==> src/rtl/usb_tx_pkg.sv <==
// Shared types and constants for the USB transmit framer.
// SYNC patterns are sent LSB-first by the serializer.
package usb_tx_pkg;

  typedef enum logic [2:0] {
    IDLE,
    SYNC_LOAD,
    SYNC_WAIT,
    DATA_LOAD,
    DATA_WAIT,
    FLUSH,
    EOP_SE0,
    EOP_J
  } tx_framer_state_t;

  localparam logic [7:0] SYNC_FILL = 8'h00;
  localparam logic [7:0] SYNC_LAST = 8'h80;

  // Last SYNC byte carries the single 1 that ends the pattern.
  function automatic logic [7:0] sync_byte(
    input int idx,
    input int n
  );
    return (idx + 1 >= n) ? SYNC_LAST : SYNC_FILL;
  endfunction

endpackage

==> src/rtl/usb_tx_framer_if.sv <==
// Byte stream into the framer and the framer's serializer port.
// slave = framer side, master = source/serializer side.
interface usb_tx_framer_if;

  logic       data_valid;
  logic [7:0] data_in;
  logic       data_ready;
  logic       piso_load;
  logic [7:0] piso_data;
  logic       piso_busy;
  logic       piso_done;

  modport master (
    output data_valid,
    output data_in,
    output piso_busy,
    output piso_done,
    input  data_ready,
    input  piso_load,
    input  piso_data
  );

  modport slave (
    input  data_valid,
    input  data_in,
    input  piso_busy,
    input  piso_done,
    output data_ready,
    output piso_load,
    output piso_data
  );

endinterface

==> src/rtl/usb_eop_gen.sv <==
// End-of-packet line sequencer: EOP_SE0_BITS SE0 bit times, then one J.
// se0_end / j_end flag the bit_tick that closes each phase.
module usb_eop_gen
  import usb_tx_pkg::*;
#(
  parameter int EOP_SE0_BITS = 2
) (
  input  logic clk,
  input  logic rst,
  input  logic start,
  input  logic bit_tick,
  output logic se0,
  output logic j,
  output logic se0_end,
  output logic j_end
);

  localparam int CW = $clog2(EOP_SE0_BITS + 1);

  logic [CW-1:0] cnt;

  assign se0_end = se0 && bit_tick &&
                   (cnt == CW'(EOP_SE0_BITS - 1));
  assign j_end   = j && bit_tick;

  always_ff @(posedge clk or posedge rst) begin
    if (rst) begin
      se0 <= 1'b0;
      j   <= 1'b0;
      cnt <= '0;
    end else if (start) begin
      se0 <= 1'b1;
      j   <= 1'b0;
      cnt <= '0;
    end else if (se0_end) begin
      se0 <= 1'b0;
      j   <= 1'b1;
      cnt <= '0;
    end else if (se0 && bit_tick) begin
      cnt <= cnt + CW'(1);
    end else if (j_end) begin
      j <= 1'b0;
    end
  end

endmodule

==> src/rtl/usb_tx_framer.sv <==
// USB packet framer: SYNC, payload and EOP sequencing onto a PISO.
// Serializer-facing outputs are registered from next-state decisions.
module usb_tx_framer
  import usb_tx_pkg::*;
#(
  parameter int SYNC_BYTES   = 1,
  parameter int MAX_LEN      = 64,
  parameter int EOP_SE0_BITS = 2,
  localparam int LEN_W = $clog2(MAX_LEN + 1)
) (
  input  logic             clk,
  input  logic             rst,
  input  logic             tx_start,
  input  logic [LEN_W-1:0] tx_len,
  input  logic             bit_tick,
  input  logic             stuffer_done,
  usb_tx_framer_if.slave   bus,
  output logic             line_se0,
  output logic             line_j,
  output logic             tx_busy,
  output logic             tx_done,
  output logic             tx_err
);

  localparam int SC_W = $clog2(SYNC_BYTES + 1);

  tx_framer_state_t state, state_nx;

  logic [SC_W-1:0]  sync_cnt, sync_cnt_nx;
  logic [LEN_W-1:0] rem, rem_nx;
  logic             load_q, load_nx;
  logic [7:0]       data_q, data_nx;
  logic             ready_q, ready_nx;
  logic             err_q, err_nx;
  logic             done_q, done_nx;

  logic start_ok, start_bad;
  logic hs, under;
  logic sync_more;
  logic load_sync;
  logic [SC_W-1:0] sync_idx;
  logic eop_start, se0_end, j_end;

  assign start_ok  = tx_start && (tx_len <= LEN_W'(MAX_LEN));
  assign start_bad = tx_start && (tx_len > LEN_W'(MAX_LEN));
  assign hs        = (state == DATA_LOAD) && ready_q &&
                     bus.data_valid;
  assign under     = (state == DATA_LOAD) && ready_q &&
                     !bus.data_valid;
  assign sync_more = sync_cnt < SC_W'(SYNC_BYTES);
  assign sync_idx  = (state == IDLE) ? '0 : sync_cnt;
  assign eop_start = (state == FLUSH) && stuffer_done;

  always_ff @(posedge clk or posedge rst) begin
    if (rst) begin
      state    <= IDLE;
      sync_cnt <= '0;
      rem      <= '0;
      load_q   <= 1'b0;
      data_q   <= 8'h00;
      ready_q  <= 1'b0;
      err_q    <= 1'b0;
      done_q   <= 1'b0;
    end else begin
      state    <= state_nx;
      sync_cnt <= sync_cnt_nx;
      rem      <= rem_nx;
      load_q   <= load_nx;
      data_q   <= data_nx;
      ready_q  <= ready_nx;
      err_q    <= err_nx;
      done_q   <= done_nx;
    end
  end

  always_comb begin
    state_nx = state;
    unique case (state)
      IDLE:
        if (start_ok) state_nx = SYNC_LOAD;
      SYNC_LOAD:
        if (load_q) state_nx = SYNC_WAIT;
      SYNC_WAIT:
        if (bus.piso_done) begin
          if (sync_more)     state_nx = SYNC_LOAD;
          else if (rem != 0) state_nx = DATA_LOAD;
          else               state_nx = FLUSH;
        end
      DATA_LOAD:
        if (hs)         state_nx = DATA_WAIT;
        else if (under) state_nx = FLUSH;
      DATA_WAIT:
        if (bus.piso_done)
          state_nx = (rem != 0) ? DATA_LOAD : FLUSH;
      FLUSH:
        if (stuffer_done) state_nx = EOP_SE0;
      EOP_SE0:
        if (se0_end) state_nx = EOP_J;
      EOP_J:
        if (j_end) state_nx = IDLE;
      default:
        state_nx = IDLE;
    endcase
  end

  // A SYNC load is launched on the edge that enters SYNC_LOAD,
  // so the strobe is visible for exactly the SYNC_LOAD cycle.
  always_comb begin
    load_sync   = (state_nx == SYNC_LOAD) &&
                  !bus.piso_busy;
    load_nx     = load_sync || hs;
    data_nx     = data_q;
    ready_nx    = (state_nx == DATA_LOAD) &&
                  !bus.piso_busy;
    sync_cnt_nx = sync_idx + SC_W'(load_sync);
    rem_nx      = rem;
    err_nx      = ((state == IDLE) && start_bad) || under;
    done_nx     = (state == EOP_J) && j_end;
    if (hs)
      data_nx = bus.data_in;
    else if (load_sync)
      data_nx = sync_byte(32'(sync_idx), SYNC_BYTES);
    if ((state == IDLE) && start_ok)
      rem_nx = tx_len;
    else if (hs)
      rem_nx = rem - LEN_W'(1);
    else if (under)
      rem_nx = '0;
  end

  usb_eop_gen #(
    .EOP_SE0_BITS(EOP_SE0_BITS)
  ) u_eop (
    .clk     (clk),
    .rst     (rst),
    .start   (eop_start),
    .bit_tick(bit_tick),
    .se0     (line_se0),
    .j       (line_j),
    .se0_end (se0_end),
    .j_end   (j_end)
  );

  assign bus.piso_load  = load_q;
  assign bus.piso_data  = data_q;
  assign bus.data_ready = ready_q;
  assign tx_busy        = (state != IDLE);
  assign tx_done        = done_q;
  assign tx_err         = err_q;

endmodule

==> src/flat_wrapper.sv <==
// flat-port wrapper written by rule: the top's interface ports become plain ports
module usb_tx_framer_flat import usb_tx_pkg::*;
#(
  parameter int SYNC_BYTES   = 1,
  parameter int MAX_LEN      = 64,
  parameter int EOP_SE0_BITS = 2,
  localparam int LEN_W = $clog2(MAX_LEN + 1)
)
  (clk, rst, tx_start, tx_len, bit_tick, stuffer_done, line_se0, line_j, tx_busy, tx_done, tx_err, bus_data_valid, bus_data_in, bus_piso_busy, bus_piso_done, bus_data_ready, bus_piso_load, bus_piso_data);
  usb_tx_framer_if bus_i ();
  input  logic clk;
  input  logic rst;
  input  logic tx_start;
  input  logic [LEN_W-1:0] tx_len;
  input  logic bit_tick;
  input  logic stuffer_done;
  output logic line_se0;
  output logic line_j;
  output logic tx_busy;
  output logic tx_done;
  output logic tx_err;
  input wire logic [$bits(bus_i.data_valid)-1:0] bus_data_valid;
  input wire logic [$bits(bus_i.data_in)-1:0] bus_data_in;
  input wire logic [$bits(bus_i.piso_busy)-1:0] bus_piso_busy;
  input wire logic [$bits(bus_i.piso_done)-1:0] bus_piso_done;
  output wire logic [$bits(bus_i.data_ready)-1:0] bus_data_ready;
  output wire logic [$bits(bus_i.piso_load)-1:0] bus_piso_load;
  output wire logic [$bits(bus_i.piso_data)-1:0] bus_piso_data;
  assign bus_i.data_valid = bus_data_valid;
  assign bus_i.data_in = bus_data_in;
  assign bus_i.piso_busy = bus_piso_busy;
  assign bus_i.piso_done = bus_piso_done;
  assign bus_data_ready = bus_i.data_ready;
  assign bus_piso_load = bus_i.piso_load;
  assign bus_piso_data = bus_i.piso_data;
  usb_tx_framer #(.SYNC_BYTES(SYNC_BYTES), .MAX_LEN(MAX_LEN), .EOP_SE0_BITS(EOP_SE0_BITS)) u_core (.clk(clk), .rst(rst), .tx_start(tx_start), .tx_len(tx_len), .bit_tick(bit_tick), .stuffer_done(stuffer_done), .bus(bus_i), .line_se0(line_se0), .line_j(line_j), .tx_busy(tx_busy), .tx_done(tx_done), .tx_err(tx_err));
endmodule
==> config.mk <==
export PLATFORM = sky130hd
export DESIGN_NAME = usb_tx_framer_flat
export DESIGN_NICKNAME = d
export VERILOG_FILES = /design/src/rtl/usb_tx_pkg.sv /design/src/rtl/usb_tx_framer_if.sv /design/src/rtl/usb_eop_gen.sv /design/src/rtl/usb_tx_framer.sv /design/src/flat_wrapper.sv
export SDC_FILE = /design/constraint.sdc
export NUM_CORES = 1
export LEC_CHECK = 0
export CORE_UTILIZATION = 48
export CTS_CLUSTER_DIAMETER = 100
export DETAILED_ROUTE_END_ITERATION = 6
export GPL_ROUTABILITY_DRIVEN = 0
export PLACE_DENSITY = 0.85
export SYNTH_ARGS = -nofsm -noshare
export SYNTH_HDL_FRONTEND = slang
export SYNTH_SLANG_ARGS = --single-unit
==> constraint.sdc <==
create_clock -name clk -period 2.3 [get_ports clk]
set_input_delay 0.575 -clock clk [delete_from_list [all_inputs] [get_ports clk]]
set_output_delay 0.575 -clock clk [all_outputs]
set_load 0.01 [all_outputs]
======== After elaboration in Yosys (flattened, before gate mapping) ========
Cells that the tools add are included.
word-level totals
  register bits after elaboration ......... 27
  input bits .............................. 23
  output and inout bits ................... 15
operators by class
  add/subtract/negate cells ............... 4
  order comparisons ....................... 4
  eq/ne operators ......................... 11
  mux-type cells .......................... 28
  reduce and logical (&&, ||, !) cells .... 27
operator list
  operator             count
  $mux 3               11
  $ge 32x2->1 const B  1
  $mux 8               3
  $pmux 3 s8           1
  $mux 7               3
  $logic_and 1x1->1    14
  $eq 3x3->1 const B   4
  $reduce_bool 3->1    4
  $eq 3x2->1 const B   3
  $gt 7x7->1 const B   1
  $le 7x7->1 const B   1
  $mux 1               7
  $reduce_bool 7->1    1
  $sub 7x1->7 const B  1
  $eq 3x1->1 const B   2
  $mux 2               3
  $reduce_bool 2->1    2
  $logic_not 3->1      1
  $ne 3x1->1 const B   1
  $add 1x1->2 const B  1
  $add 2x1->2 const B  1
  $eq 2x1->1 const B   1
  $logic_not 1->1      2
  $logic_or 1x1->1     2
  3 further kinds      3

======== Longest topological paths before layout ========
Gate-level depths: netlist of the first run.
  word-level depth ........................ 10
  gate-level depth with buffers ........... 8
  gate-level depth less buffers ........... 8

======== Cells and area by module ========
Synthesis of the first run repeated with hierarchy kept, for this count alone.
unflattened totals
  cells, all modules ...................... 164
  area total of the unflattened synthesis .. 1,535.2 um^2
by module, submodules not included
  module         times used  cells each  area each (um^2)  sequential area each (um^2)
  usb_tx_framer  1           147         1,351.3           575.6
  usb_eop_gen    1           17          183.9             100.1

======== Worst setup path before layout of the first run ========
No wires, ideal clock.
  path type ............................... flip-flop to flip-flop
  start ................................... register u_core.rem[0]
  end ..................................... register u_core.data_q[0], in the netlist u_core.bus.piso_data[0]
  arrival ................................. 1,823 ps
  required time ........................... 2,222 ps
  slack ................................... 399 ps
  stages on the path, launching flop included .. 9
  path buffers ............................ 0
  period minus slack after synthesis ...... 1,901 ps
  cell sequence ........................... dfrtp_1 > inv_1 > ha_1 > or3b_4 > o22a_1 > o311ai_4 > nor2_2 > nand3b_4 > a21boi_1
on the way
  word-level cells in the longest chain between the ends .. 8
ends and longest elaborated chain
  element                                 RTL line                                  text
  from (decl)                             usb_tx_framer.sv:30                       logic [LEN_W-1:0] rem, rem_nx;
  from (signal assigned)                  usb_tx_framer.sv:67                       rem <= rem_nx;
  $reduce_bool 7->1 (*)                   usb_tx_framer.sv:86, usb_tx_framer.sv:94
  $mux 3 (*)                              usb_tx_framer.sv:86, usb_tx_framer.sv:94
  $mux 3                                  usb_tx_framer.sv:85                       if (sync_more) state_nx = SYNC_LOAD;
  $mux 3                                  usb_tx_framer.sv:84                       if (bus.piso_done) begin
  $pmux 3 s8 (*)                          usb_tx_framer.sv:78                       unique case (state)
  net u_core.state_nx[2]                  usb_tx_framer.sv:27                       tx_framer_state_t state, state_nx;
  $eq 3x1->1 (*)                          usb_tx_framer.sv:109                      load_sync = (state_nx == SYNC_LOAD) &&
  $logic_and 1x1->1 (*)                   usb_tx_framer.sv:109
  $reduce_bool 2->1 (no source line) (*)  --
  to (signal assigned)                    usb_tx_framer.sv:69                       data_q <= data_nx;
  to (decl)                               usb_tx_framer.sv:32                       logic [7:0] data_q, data_nx;
Mark *: on every way through the listed nets, which the timed path passes. The rest lies on a longest branch.
A chain may end at the register's enable or synchronous reset.

======== Final worst setup path of the first run ========
  start ................................... register u_core.state[1]
  end ..................................... output tx_busy
on the way
  word-level cells in the longest chain between the ends .. 1
ends and longest elaborated chain
  element                 RTL line              text
  from (decl)             usb_tx_framer.sv:27
  from (signal assigned)  usb_tx_framer.sv:65   state <= state_nx;
  $reduce_bool 3->1       usb_tx_framer.sv:147  assign tx_busy = (state != IDLE);
  to (decl)               flat_wrapper.sv:19    output logic tx_busy;
No other way between the ends.

==> summary.md, run 1 <==
| Metric | Value |
|---|---|
| R2r worst-path depth | 8 |
| Worst Skew | 0.00667 ns |
| Cells after DPL | 235 |
| Detailed Route WL | 3500 um |
| #FFs+latches synth | 27 |
| Post-CTS Hold Fix Bufs | 0 |
| Tot GR Track Use | between 20% and 30% |
| Drt wl/cell | 14.6 um |
| # DRC | 4 |
| Initial core utilization | 51.6% |
| Core ar. | 2830 um^2 |
| HPWL Detailed | 2650 um |
| Share of cells above drive strength 1 | 11.1% |
| Ys flop type | dfrtp_1 |
| Avg Cell Area, Syn | 9.01 um^2 |
| RSZ-0062 raised after global routing | no |
| Routed Antenna Nets | 0 |
| Critical path type | reg2out |
| Final setup vio count | 0 |
| Reg clk slew, reported paths | around 0.14 ns |
| Status | complete, but fails checks |
| Vias/cell | 5.64 |
| Drt first pass iters | 6 |
| Worst slew pin tran | 0.353 ns |
| # IOs | 38 |
| Mapped Nets | between 150 and 200 |
| First-pass GRT wire length | 6200 um |
| Hold depth | 2 |
| Setup Fix Bufs, Post-CTS | 0 |
| Sequential cell area | approximately 680 um^2 |
| Reg2reg start | u_core.rem[0] |
| Synth Cell Area | 1460 um^2 |
| Max Slew Vio Count | 0 |
| Num rows | 19 |
| Fmax achieved | 456 MHz |
| Min-delay src | u_core.bus.piso_data[0] |
| Initial antenna violation count | 0 |
| Total clock buffers created by CTS | 3 |
| Final Cycle Share | 95.3% |
| Leakage | 0.898 nW |
| Post-synth EDFFs | 0 |
| Fin crit period | around 2.2 ns |
| Worst Hold End | u_core.bus.piso_data[0] |
| Setup TNS | 0 ns |
| R2R Setup Slk | between 0.1 and 0.15 ns |
| Sequential area share after synthesis | between 40 and 50% |
| Synth cell types | 44 |
| Antenna Cells | 0 |
| Via count | 1,348 |
| Reg2reg end | u_core.sync_cnt |
| Crit-path max FO | 10 |
| Critical Path RT | 1.73 ns |
| Area of the multi-input gates | about 730 um^2 |
| Hold Path Class | reg2reg |
| Die Height | around 57 um |
| Fin nets | 233 |
| DRT iter0 DRCs | 70 |
| CP endpoint kind | output port |
| Async SR Flop Fraction | 100% |
| Total grt overflow | 0 |
| Root buf cell | clkbuf_4 |
| Worst-Skew Late Latency | 0.33 ns |
| Final hold violation count | 0 |
| Fin cells | 239 |
| Power Density | about 400 nW/um^2 |
| Peak supply drop | 254 uV |
| Arrival time worst endpoint | 1.62 ns |
| Worst setup SP type | flip-flop |
| Number of max-cap violations | 0 |
| Slew HR | 76.2% |
| Syn Inst Count | 162 |
| Pin count of the biggest net entering global routing | 28 |
| Area grow syn2layout | 33.7% |
| Die width | 57.1 um |
| Number of gates resized after CTS | 0 |
| Port buffer count | 37 |
| Yosys warnings | 0 |
| CTS tree | done |
| Die area | 3260 um^2 |
| Fillers | 218 |
| Number of global-route vias before repair | 1,360 |
| H-tree Lvls | 1 |
| Clock Sinks | 27 |
| Failing checks | DRC |
| Clock Path Buffers | 2 |
-- where the power goes --
group          internal [mW]  switching (mW)
Combinational         0.0533          0.0329
Sequential             0.482         0.00448
Clock                 0.0681           0.138
-- through the flow --
stage               area (um^2)  utilization [%]  worst slack (ns)  power [mW]  hold slack [ns]
finish                     1950             69.0             0.109       0.779            0.540
global route               1950             69.0            0.0199       0.815            0.554
CTS                        1950             68.8           0.00800       0.790            0.544
detailed placement         1920             67.8            -0.130       0.582            0.516
global placement           1920             67.8           -0.0711       0.579            0.484
floorplan                  1460                -             0.399       0.515            0.482
-- area by class of cell --
class,count,share of cell area (%)
Sequential cell,27,34.6
Multi-Input combinational cell,121,37.5
Clock buffer,4,1.35
Timing Repair Buffer,47,22.8
Tap cell,31,1.99
Inverter,9,1.73
-- critical path, cell delays in order, from the launching register on --
cell and delay [ns]:
dfrtp_1 0.51, nor3_2 0.19, inv_1 0.10, clkdlybuf4s50_1 0.48
-- per-layer routing --
| metal | GRT usage (%) | vias to the layer above | part of all wire [%] |
|---|---|---|---|
| met1 | 33.7 | 639 | 45 |
| met3 | 3.40 | 2 | 4.3 |
| met5 | 0 | - | 0 |
| met4 | 6.97 | 0 | 0.72 |
| met2 | 39.3 | 33 | 50 |
| li1 | - | 674 | - |
-- cells in the mapped netlist, drive strengths merged (2+ instances only) --
cell    number  share of area (%)
nand2       31                8.0
dfrtp       27                 46
nor2        14                3.8
a21oi        9                3.3
inv          9                2.3
o21ai        9                3.1
a21boi       7                3.6
nand3        5                1.7
a31oi        4                1.7
buf          4                1.4
nor3         4                1.4
a221o        3                2.1
and3         3                1.3
nor3b        3                1.5
and4b        2                1.4
o211ai       2                1.0
o22ai        2               0.86
or4          2                1.0
-- placed cells by master, fill, tap and decap left out, types with 4 or more instances in the layout --
| cell type | instances |
|---|---|
| clkdlybuf4s50_1 | 37 |
| nand2_1 | 31 |
| dfrtp_1 | 27 |
| nor2_1 | 13 |
| buf_4 | 10 |
| inv_1 | 8 |
| a21oi_1 | 8 |
| o21ai_0 | 8 |
| a21boi_1 | 7 |
| nand3_1 | 5 |
| a31oi_1 | 4 |
-- worst max-delay path by stage --
stage                    startpoint                       to  slack, ns
detailed placement         bit_tick          u_core.sync_cnt      -0.13
global route          u_core.rem[0]  u_core.bus.piso_data[3]       0.02
CTS                 u_core.state[1]                  tx_busy      0.008
floorplan             u_core.rem[0]  u_core.bus.piso_data[0]       0.40
global placement           bit_tick          u_core.sync_cnt      -0.07
finish              u_core.state[1]                  tx_busy       0.11
-- logic make-up (layout without fill, tap and decap cells) --
group	count (synthesis)	count (layout)	share of synthesized area, %
flip-flops	27	27	46.3
buffers and inverters	14	60	3.94
AND/OR/NAND/NOR	74	74	25.8
XOR/XNOR	2	2	1.20
AO/OA/AOI/OAI	44	44	21.9
adder cells (fa/ha/maj)	1	1	0.857
-- state kept, by name (all words and copies together), names as in the netlist --
signal,cells
u_core.state,3
u_core.rem,7
u_core.u_eop.j,1
u_core.u_eop.se0,1
u_core.bus.piso_data,8
u_core.bus.piso_load,1
u_core.u_eop.cnt,2
u_core.bus.data_ready,1
u_core.tx_err,1
u_core.sync_cnt,1
u_core.tx_done,1
Note: power is estimated with default switching activity, not from simulation.
==> run 2, diff against run 1 <==
--- a/config.mk
+++ b/config.mk
@@ -5,11 +5,12 @@
 export SDC_FILE = /design/constraint.sdc
 export NUM_CORES = 1
 export LEC_CHECK = 0
-export CORE_UTILIZATION = 48
+export CORE_UTILIZATION = 35
 export CTS_CLUSTER_DIAMETER = 100
 export DETAILED_ROUTE_END_ITERATION = 6
 export GPL_ROUTABILITY_DRIVEN = 0
-export PLACE_DENSITY = 0.85
+export PLACE_DENSITY = 0.67
+export SLEW_MARGIN = 20
 export SYNTH_ARGS = -nofsm -noshare
 export SYNTH_HDL_FRONTEND = slang
 export SYNTH_SLANG_ARGS = --single-unit
==> run 2 against run 1 <==
Compared with the run above:
- the run now ends clean
- power is 9.6% higher
- via count up 1.6%
- global-route usage decreased by 6.6 points
- worst hold slack got worse by 0.033 ns
- maximum frequency rose by 1.8%
- non-clock buffer count grew 6
- utilization is 18 points lower
- combinational power shrank 1%
==> summary.md, run 2 (same netlist as run 1, synthesis figures left out) <==
| Metric | Value |
|---|---|
| Status | completed (was complete, but fails checks) |
| Leakage | 0.936 nW (was 0.898 nW) |
| Setup Fix Bufs, Post-CTS | 0 (unchanged) |
| Fin nets | 239 (was 233) |
| Reg clk slew, reported paths | 0.10 ns (was 0.14 ns) |
| R2r worst-path depth | 7 (was 8) |
| Total grt overflow | 0 (unchanged) |
| DRT iter0 DRCs | 70 (unchanged) |
| Share of cells above drive strength 1 | 13.6% (was 11.1%) |
| Worst Hold End | u_core.bus.piso_data[7] (was u_core.bus.piso_data[0]) |
| Worst Skew | 0.00634 ns (was 0.00667 ns) |
| Fin cells | 264 (was 239) |
| Root buf cell | clkbuf_8 (was clkbuf_4) |
| Reg2reg end | u_core.sync_cnt (unchanged) |
| Post-CTS Hold Fix Bufs | 0 (unchanged) |
| Detailed Route WL | 3350 um (was 3500 um) |
| Worst-Skew Late Latency | 0.28 ns (was 0.33 ns) |
| CTS tree | done (unchanged) |
| Combinational fraction of design power | 10.0% (was 11.1%) |
| Total clock buffers created by CTS | 3 (unchanged) |
| Fillers | 382 (was 218) |
| Arrival time worst endpoint | 2.33 ns (was 1.62 ns) |
| Hold depth | 2 (unchanged) |
| Max Slew Vio Count | 0 (unchanged) |
| Port buffer count | 37 (unchanged) |
| Final Cycle Share | 93.6% (was 95.3%) |
| Hold Path Class | reg2reg (unchanged) |
| Cells after DPL | 260 (was 235) |
| Initial antenna violation count | 0 (unchanged) |
| Cell Int Power | 658 uW (was 603 uW) |
| Number of gates resized after CTS | 0 (unchanged) |
| Die width | 66.6 um (was 57.1 um) |
| Fin crit period | 2.15 ns (was 2.19 ns) |
| Tot GR Track Use | 17.5% (was 24.1%) |
| Worst slew pin tran | 0.336 ns (was 0.353 ns) |
| Fraction of power spent switching nets | 22.9% (was 22.6%) |
| Core ar. | 4000 um^2 (was 2830 um^2) |
| Power Density | 419 nW/um^2 (was 399 nW/um^2) |
| Number of max-cap violations | 0 (unchanged) |
| Reg2reg start | u_core.rem[0] (unchanged) |
| Max FFs per register | 8 (unchanged) |
| Switching power | 195 uW (was 176 uW) |
| Number of global-route vias before repair | 1,271 (was 1,360) |
| Die area | 4430 um^2 (was 3260 um^2) |
| Vias/cell | 5.19 (was 5.64) |
| Peak supply drop | 241 uV (was 254 uV) |
| # DRC | 0 (was 4) |
| H-tree Lvls | 1 (unchanged) |
| CP endpoint kind | flip-flop (was output port) |
| Reg power frac | 56.8% (was 62.4%) |
| Clock Sinks | 27 (unchanged) |
| Fmax achieved | 465 MHz (was 456 MHz) |
| R2R Setup Slk | 0.15 ns (was 0.14 ns) |
| Antenna Cells | 0 (unchanged) |
| Clock Path Buffers | 2 (unchanged) |
| Most frequent cells in the layout | 37 x clkdlybuf4s50_1, 31 x nand2_1, 27 x dfrtp_1 (unchanged) |
| Min-delay src | u_core.bus.piso_data[7] (was u_core.bus.piso_data[0]) |
| Num rows | 23 (was 19) |
| Drt first pass iters | 4 (was 6) |
| Drt wl/cell | 12.7 um (was 14.6 um) |
| Area grow syn2layout | 39.6% (was 33.7%) |
| Critical path type | reg2reg (was reg2out) |
| Most common cell after layout, fill and taps aside | clkdlybuf4s50_1 (unchanged) |
| HPWL Detailed | 2510 um (was 2650 um) |
| Total Power | 854 uW (was 779 uW) |
| Pin count of the biggest net entering global routing | 28 (unchanged) |
| Critical Path RT | 2.48 ns (was 1.73 ns) |
| Clock power share | 33.2% (was 26.5%) |
| First-pass GRT wire length | 5780 um (was 6200 um) |
| Crit-path max FO | 10 (unchanged) |
| # IOs | 38 (unchanged) |
| Routed Antenna Nets | 0 (unchanged) |
| Via count | 1,370 (was 1,348) |
| Final setup vio count | 0 (unchanged) |
| Worst setup SP type | flip-flop (unchanged) |
| Initial core utilization | 36.5% (was 51.6%) |
| Slew HR | 77.6% (was 76.2%) |
| Final hold violation count | 0 (unchanged) |
| Die Height | 66.6 um (was 57.1 um) |
| RSZ-0062 raised after global routing | no (unchanged) |
[run 2: cell types whose count changed in the layout (fill, tap and decap cells not counted)]
cell | previous run | this run
clkinvlp_4 | 0 | 1
buf_4 | 10 | 16
nor3_1 | 3 | 4
nor3_2 | 1 | 0
clkbuf_4 | 3 | 0
clkbuf_1 | 1 | 0
clkbuf_8 | 0 | 3
[run 2: worst max path at each step]
stage	start	end	cells after the start
3_5_place_dp	bit_tick	u_core.sync_cnt	7
3_3_place_gp	bit_tick	u_core.sync_cnt	7
5_1_grt	u_core.rem[0]	u_core.sync_cnt	7
6_report	u_core.rem[0]	u_core.sync_cnt	7
4_1_cts	u_core.state[1]	tx_busy	3
2_1_floorplan	u_core.rem[0]	u_core.bus.piso_data[0]	8
[run 2: metal layers]
layer  vias up  GRT usage, %  part of all wire (%)
met2        30          28.4                    48
met4         0          7.18                   2.0
li1        685             -                     -
met3         7          3.25                   3.9
met5         -             0                     0
met1       648          22.8                    46
[run 2: power by group through the flow]
stage	Sequential (mW)	Combinational, mW	Clock, mW
after floorplan	0.498	0.0168	0
after global placement	0.495	0.0857	0
after detailed placement	0.495	0.0867	0
after CTS	0.485	0.0872	0.294
after global routing	0.486	0.0938	0.318
final	0.485	0.0851	0.283
[run 2: worst max-delay path, stage by stage (launching register included)]
cell      delay [ns]
dfrtp_1         0.40
inv_1           0.10
ha_1            0.18
or3b_4          0.42
o31ai_1         0.34
o21ai_0         0.19
nand3b_4        0.24
xor2_1          0.18
[run 2: cell type report]
class,instances,area [um^2],share of cell area [%]
Clock buffer,3,41.3,2.03
Clock inverter,1,7.51,0.369
Timing Repair Buffer,53,490,24.1
Sequential cell,27,676,33.2
Multi-Input combinational cell,121,726,35.6
Inverter,9,33.8,1.66
Tap cell,50,62.6,3.07
[run 2: metrics by stage]
step	util, %	setup slack (ns)	TNS [ns]	cell area [um^2]	hold WS (ns)
5_1_grt	50.9	0.0185	0	2040	0.526
3_3_place_gp	49.7	-0.0725	-0.365	1990	0.494
4_1_cts	50.9	0.132	0	2040	0.512
2_1_floorplan	-	0.399	0	1460	0.482
6_report	50.9	0.148	0	2040	0.507
3_5_place_dp	49.7	-0.0710	-0.366	1990	0.488
